$ cat src/rtl/wb_pkg.sv
// Shared types and defaults for the writeback stage: queue entry layout,
// arbitration grant encoding and default queue depth / starvation bound.
package wb_pkg;

  localparam int DEFAULT_FIFO_DEPTH = 2;
  localparam int DEFAULT_STARVE_MAX = 2;
  localparam int RD_W               = 5;
  localparam int DATA_W             = 64;

  typedef struct packed {
    logic [RD_W-1:0]   rd;
    logic [DATA_W-1:0] data;
  } wb_entry_t;

  typedef enum logic [1:0] {
    GRANT_NONE,
    GRANT_MEM,
    GRANT_ALU
  } grant_e;

endpackage

$ cat src/rtl/wb_fifo.sv
// Single-source result queue: power-of-two depth, pointers carry one extra
// wrap bit so full and empty are distinguishable.
module wb_fifo
  import wb_pkg::*;
#(
  parameter int DEPTH = DEFAULT_FIFO_DEPTH
) (
  input  logic      clk,
  input  logic      rst_n,
  input  logic      push_i,
  input  wb_entry_t pushData_i,
  input  logic      pop_i,
  output logic      full_o,
  output logic      empty_o,
  output wb_entry_t head_o
);

  localparam int AW = (DEPTH < 2) ? 1 : $clog2(DEPTH);

  wb_entry_t  mem_q [DEPTH];
  logic [AW:0] wrPtr_q, wrPtr_d;
  logic [AW:0] rdPtr_q, rdPtr_d;
  logic        doPush, doPop;

  assign empty_o = (wrPtr_q == rdPtr_q);
  assign full_o  = (wrPtr_q[AW] != rdPtr_q[AW]) &&
                   (wrPtr_q[AW-1:0] == rdPtr_q[AW-1:0]);

  // A full queue refuses the push even if it is popped this cycle.
  assign doPush = push_i && !full_o;
  assign doPop  = pop_i && !empty_o;
  assign head_o = mem_q[rdPtr_q[AW-1:0]];

  always_comb begin
    wrPtr_d = wrPtr_q;
    rdPtr_d = rdPtr_q;
    if (doPush) wrPtr_d = wrPtr_q + 1'b1;
    if (doPop)  rdPtr_d = rdPtr_q + 1'b1;
  end

  always_ff @(posedge clk or negedge rst_n) begin
    if (!rst_n) begin
      wrPtr_q <= '0;
      rdPtr_q <= '0;
    end else begin
      wrPtr_q <= wrPtr_d;
      rdPtr_q <= rdPtr_d;
    end
  end

  always_ff @(posedge clk) begin
    if (doPush) mem_q[wrPtr_q[AW-1:0]] <= pushData_i;
  end

endmodule

$ cat src/rtl/wb_stage.sv
// Writeback arbiter merging ALU and load results into one register-file write
// port. Optional busy scoreboard is built when WB_SCOREBOARD_EN is defined.
module wb_stage
  import wb_pkg::*;
#(
  parameter int FIFO_DEPTH = DEFAULT_FIFO_DEPTH,
  parameter int STARVE_MAX = DEFAULT_STARVE_MAX
) (
  input  logic              clk,
  input  logic              rst_n,
  input  logic              alu_valid,
  output logic              alu_ready,
  input  logic [RD_W-1:0]   alu_rd,
  input  logic [DATA_W-1:0] alu_data,
  input  logic              mem_valid,
  output logic              mem_ready,
  input  logic [RD_W-1:0]   mem_rd,
  input  logic [DATA_W-1:0] mem_data,
  output logic [RD_W-1:0]   wb_rd,
  output logic [DATA_W-1:0] wb_out
`ifdef WB_SCOREBOARD_EN
  ,
  input  logic              iss_valid,
  input  logic [RD_W-1:0]   iss_rd,
  output logic [31:0]       busy
`endif
);

  localparam int CNT_W = (STARVE_MAX < 1) ? 1 : $clog2(STARVE_MAX + 1);

  wb_entry_t         aluHead, memHead;
  logic              aluFull, aluEmpty, memFull, memEmpty;
  logic              aluPop, memPop;
  grant_e            grant;
  logic [CNT_W-1:0]  starveCnt_q, starveCnt_d;
  logic [RD_W-1:0]   wbRd_q, wbRd_d;
  logic [DATA_W-1:0] wbOut_q, wbOut_d;

  assign alu_ready = !aluFull;
  assign mem_ready = !memFull;
  assign aluPop    = (grant == GRANT_ALU);
  assign memPop    = (grant == GRANT_MEM);

  wb_fifo #(.DEPTH(FIFO_DEPTH)) u_aluFifo (
    .clk        (clk),
    .rst_n      (rst_n),
    .push_i     (alu_valid),
    .pushData_i (wb_entry_t'({alu_rd, alu_data})),
    .pop_i      (aluPop),
    .full_o     (aluFull),
    .empty_o    (aluEmpty),
    .head_o     (aluHead)
  );

  wb_fifo #(.DEPTH(FIFO_DEPTH)) u_memFifo (
    .clk        (clk),
    .rst_n      (rst_n),
    .push_i     (mem_valid),
    .pushData_i (wb_entry_t'({mem_rd, mem_data})),
    .pop_i      (memPop),
    .full_o     (memFull),
    .empty_o    (memEmpty),
    .head_o     (memHead)
  );

  // Loads normally win, but a waiting ALU entry is forced through once the
  // starvation bound is reached.
  always_comb begin
    grant = GRANT_NONE;
    if (!aluEmpty && (starveCnt_q == CNT_W'(STARVE_MAX))) grant = GRANT_ALU;
    else if (!memEmpty)                                   grant = GRANT_MEM;
    else if (!aluEmpty)                                   grant = GRANT_ALU;
  end

  always_comb begin
    starveCnt_d = starveCnt_q;
    wbRd_d      = '0;
    wbOut_d     = '0;
    if (grant == GRANT_MEM) begin
      wbRd_d  = memHead.rd;
      wbOut_d = memHead.data;
    end else if (grant == GRANT_ALU) begin
      wbRd_d  = aluHead.rd;
      wbOut_d = aluHead.data;
    end
    if (aluEmpty || grant == GRANT_ALU) starveCnt_d = '0;
    else if (grant == GRANT_MEM)        starveCnt_d = starveCnt_q + 1'b1;
  end

  always_ff @(posedge clk or negedge rst_n) begin
    if (!rst_n) begin
      starveCnt_q <= '0;
      wbRd_q      <= '0;
      wbOut_q     <= '0;
    end else begin
      starveCnt_q <= starveCnt_d;
      wbRd_q      <= wbRd_d;
      wbOut_q     <= wbOut_d;
    end
  end

  assign wb_rd  = wbRd_q;
  assign wb_out = wbOut_q;

`ifdef WB_SCOREBOARD_EN
  logic [31:0] busy_q, busy_d;

  // A new issue to a register outranks the retirement clearing it.
  always_comb begin
    busy_d = busy_q;
    if (wbRd_d != '0) busy_d[wbRd_d] = 1'b0;
    if (iss_valid && iss_rd != '0) busy_d[iss_rd] = 1'b1;
    busy_d[0] = 1'b0;
  end

  always_ff @(posedge clk or negedge rst_n) begin
    if (!rst_n) busy_q <= '0;
    else        busy_q <= busy_d;
  end

  assign busy = busy_q;
`endif

endmodule
$ cat config.mk
export PLATFORM = sky130hd
export DESIGN_NAME = wb_stage
export DESIGN_NICKNAME = d
export VERILOG_FILES = /design/src/rtl/wb_pkg.sv /design/src/rtl/wb_fifo.sv /design/src/rtl/wb_stage.sv
export SDC_FILE = /design/constraint.sdc
export NUM_CORES = 1
export LEC_CHECK = 0
export ABC_CLOCK_PERIOD_IN_PS = 8900
export BUFFER_PORTS_ARGS = -buffer_cell sky130_fd_sc_hd__buf_2
export CORE_ASPECT_RATIO = 0.6
export CORE_MARGIN = 1
export CORE_UTILIZATION = 41
export CTS_CLUSTER_SIZE = 28
export DETAILED_ROUTE_END_ITERATION = 10
export GPL_ROUTABILITY_DRIVEN = 0
export PLACE_DENSITY = 0.7
export SYNTH_ARGS = -nofsm -noshare
export SYNTH_HDL_FRONTEND = slang
export SYNTH_SLANG_ARGS = --single-unit
$ cat constraint.sdc
create_clock -name clk -period 8.9 [get_ports clk]
set_clock_uncertainty 0.05 [all_clocks]
set_input_delay 0.89 -clock clk [delete_from_list [all_inputs] [get_ports clk]]
set_output_delay 0.89 -clock clk [all_outputs]
set_load 0.03 [all_outputs]
==> results.md <==
- Std-Cell Rows: 49
- Min-delay worst type: in -> async
- R2R setup slack: a little under 6 ns
- DR pass1 iterations: 4
- WS Path Type: reg -> reg
- CTS tree: built
- Post-route setup slack: 5.79 ns
- Syn_nets: 769
- GRT busiest layer: met2
- Yosys reg bits: 355
- Fin crit period: 3.11 ns
- Post-Synthesis Cells: 626
- Initial core utilization: between 40% and 50%
- LEAKAGE: a little under 6 nW
- Layout cells sized above 1: 31.4%
- GRT met3 Usage: 4.70%
- CP Cell Sequence: xnor2_1 > nand2b_1 > nand2_1 > nor2_4 > buf_4
- Via count: 6392
- CP Capture Type: flip-flop
- Post-synth ARST share: 22.3%
- Nets@finish: 990
- Post-route DRC violation count: 0
- Synth cell types: 20
- Power per cell area: between 400 and 500 nW/um^2
- Slew Limit Fails: 0
- Tcrit/Tclk final: 34.9%
- Place WS: 5.74 ns
- CP arrival: 3.25 ns
- Slowest cell on crit path: nor2_4
- Initial antenna violation count: 10
- Syn_area_per_cell: 19.9 um^2
- Register area share after synthesis: 82.4%
- Status: finished, final reports clean
- Io pins: 213
- Number of flops mapped to enable cells by yosys: 276
- Mapped Area: 12500 um^2
- Sw frac: 36.3%
- Leading area contributor after synthesis: edfxtp_1
- F_max: 322 MHz
- Synth area leaders: edfxtp_1 (66%), dfrtp_1 (16%), mux2i_1 (11%)
- Port bufs: 212
- First-pass GRT wire length: 38.9 mm
- # resized after CTS: 0
- P_sw: roughly 0.0022 W
- Setup TNS: 0 ns
- H-Tree Depth: 1
- WL per Instance: 20.8 um
- GR Overflow Total: 0
- Max VDD drop: between 0.0002 and 0.00025 V
- Met1 Use GR: 24.3%
- Fill count: 2509
- Slowest stage delay, CP: 0.88 ns
- Int Pwr: 0.00388 W
- DR iter-0 viols: 471
- Via density: 4.99
- Die H: 137 um
- Commonest non-fill, non-tap cells in the layout: edfxtp_1 (276), buf_2 (211), mux2i_1 (138), dfrtp_1 (77), o22ai_1 (69)
- Area Growth Syn to Fin: 20.1%
- Slew margin rel.: 22.3%
- Clock slew at reported path FFs: 0.07 ns
- Core ar.: 29900 um^2
- Vias in the first global route: 6490
- CP delay by family, top: simple AND/OR/NAND/NOR gates
- Clock sinks: around 360
- Final WL: 26.7 mm
- Antenna-violating nets left: 0
- Total die area: roughly 31000 um^2
- Worst EP required: 9.04 ns
- Final setup fails: 0
- Critical Path Source Type: flip-flop
- Die span in x: 227 um
- Leading cell type in the layout, fill and taps excluded: edfxtp_1
- Synth Flop Type: edfxtp_1
- Ys Warns: 0
- CTS Buffer Depth: 3
- Worst Tran Pin Value: 1.16 ns
- Clock Tree Root: clkbuf_16
- Sequential power share: between 40% and 50%
- Buffers & Inverters on Critical Path: 1
- Hold_buf cts: 0
- CTS Buf Count: 31
- Hold Fails Final Rpt: 0
- Max_cap viols: 0
- Largest net degree at the start of global routing: approximately 70
- Yosys top cell area share: 66.5%
- GRT Util Overall: 17.0%
- Clock Latency Late Sink: 0.56 ns
- Comb pwr share: 33.9%
- Dpl hpwl: around 16 mm
- Clk pwr share: 22.0%
- RSZ-0062 raised after global routing: false
- Setup Buffers After CTS: 0
- CP Max Fanout: 37
- M2 GR Usage: 26.1%
-- registers in the layout, indices dropped and copies added (netlist names) --
name               count
u_memFifo.rdPtr_q      2
u_aluFifo.rdPtr_q      2
wb_rd                  5
u_memFifo.wrPtr_q      2
u_aluFifo.mem_q      138
starveCnt_q            2
u_aluFifo.wrPtr_q      2
u_memFifo.mem_q      138
wb_out                64
-- layout make-up --
type / instances / area, um^2 / share of cell area (%)
well taps: 408 / 510 / 3.41
inverters: 1 / 3.75 / 0.0251
multi-input cells: 240 / 2070 / 13.8
diodes: 3 / 7.51 / 0.0501
clock buffers: 44 / 865 / 5.77
flip-flops and latches: 355 / 10300 / 68.6
repair buffers: 218 / 1110 / 7.40
clock inverters: 12 / 134 / 0.894
-- metrics by stage --
stage / hold WS, ns / std cells / instance area [um^2] / total power (W) / utilization [%]
final: 0.251 / 1281 / 15000 / 0.00609 / 50.1
after global routing: 0.285 / 1278 / 15000 / 0.00640 / 50.0
after CTS: 0.262 / 1278 / 15000 / 0.00616 / 50.0
after detailed placement: 0.387 / 1222 / 14000 / 0.00482 / 46.7
after global placement: 0.373 / 1222 / 14000 / 0.00477 / 46.7
after floorplan: 0.360 / 626 / 12500 / 0.00416 / -
-- layer usage --
metal	vias to the layer above	part of all wire (%)
met1	3244	47
met5	-	0.22
met3	45	6.2
li1	2897	-
met2	196	45
met4	10	1.7
-- cell usage after synthesis (all sizes together) (2+ instances only) --
| master | n |
|---|---|
| xor2 | 5 |
| nand2 | 6 |
| buf | 30 |
| nor3 | 2 |
| mux2i | 138 |
| xnor2 | 8 |
| nand2b | 2 |
| nor2 | 3 |
| o22ai | 69 |
| and3 | 3 |
| dfrtp | 79 |
| edfxtp | 276 |
-- final timing paths --
kind / start / depth (start not counted) / end
setup / recovery: u_memFifo.rdPtr_q[0] / 5 / u_memFifo.mem_q[0][59]
hold / removal: rst_n / 1 / wb_out[58]
setup reg to reg: u_memFifo.rdPtr_q[0] / 5 / u_memFifo.mem_q[0][59]
hold reg to reg: starveCnt_q[0] / 1 / starveCnt_q[0]
max in group asynchronous: rst_n / 2 / u_aluFifo.rdPtr_q[0]
min in group clk: starveCnt_q[0] / 1 / starveCnt_q[0]
-- cell families (layout without fill, tap and decap cells) --
group	count (synthesis)	in the layout	share of synthesized area, %
multiplexers	138	138	11.1
flip-flops	355	355	82.4
other	0	3	0
AND/OR/NAND/NOR	17	17	0.663
buffers and inverters	31	275	1.31
AO/OA/AOI/OAI	71	71	3.57
XOR/XNOR	13	13	0.914
adder cells (fa/ha/maj)	1	1	0.100
-- power by group through the flow --
stage	Clock, W	Combinational [W]	Sequential [W]
after global routing	0.00143	0.00223	0.00274
after global placement	0	0.00206	0.00270
after CTS	0.00136	0.00210	0.00269
after detailed placement	0	0.00210	0.00272
final	0.00134	0.00207	0.00268
after floorplan	0	0.00119	0.00297
No activity file was read; power rests on OpenSTA's default activity.
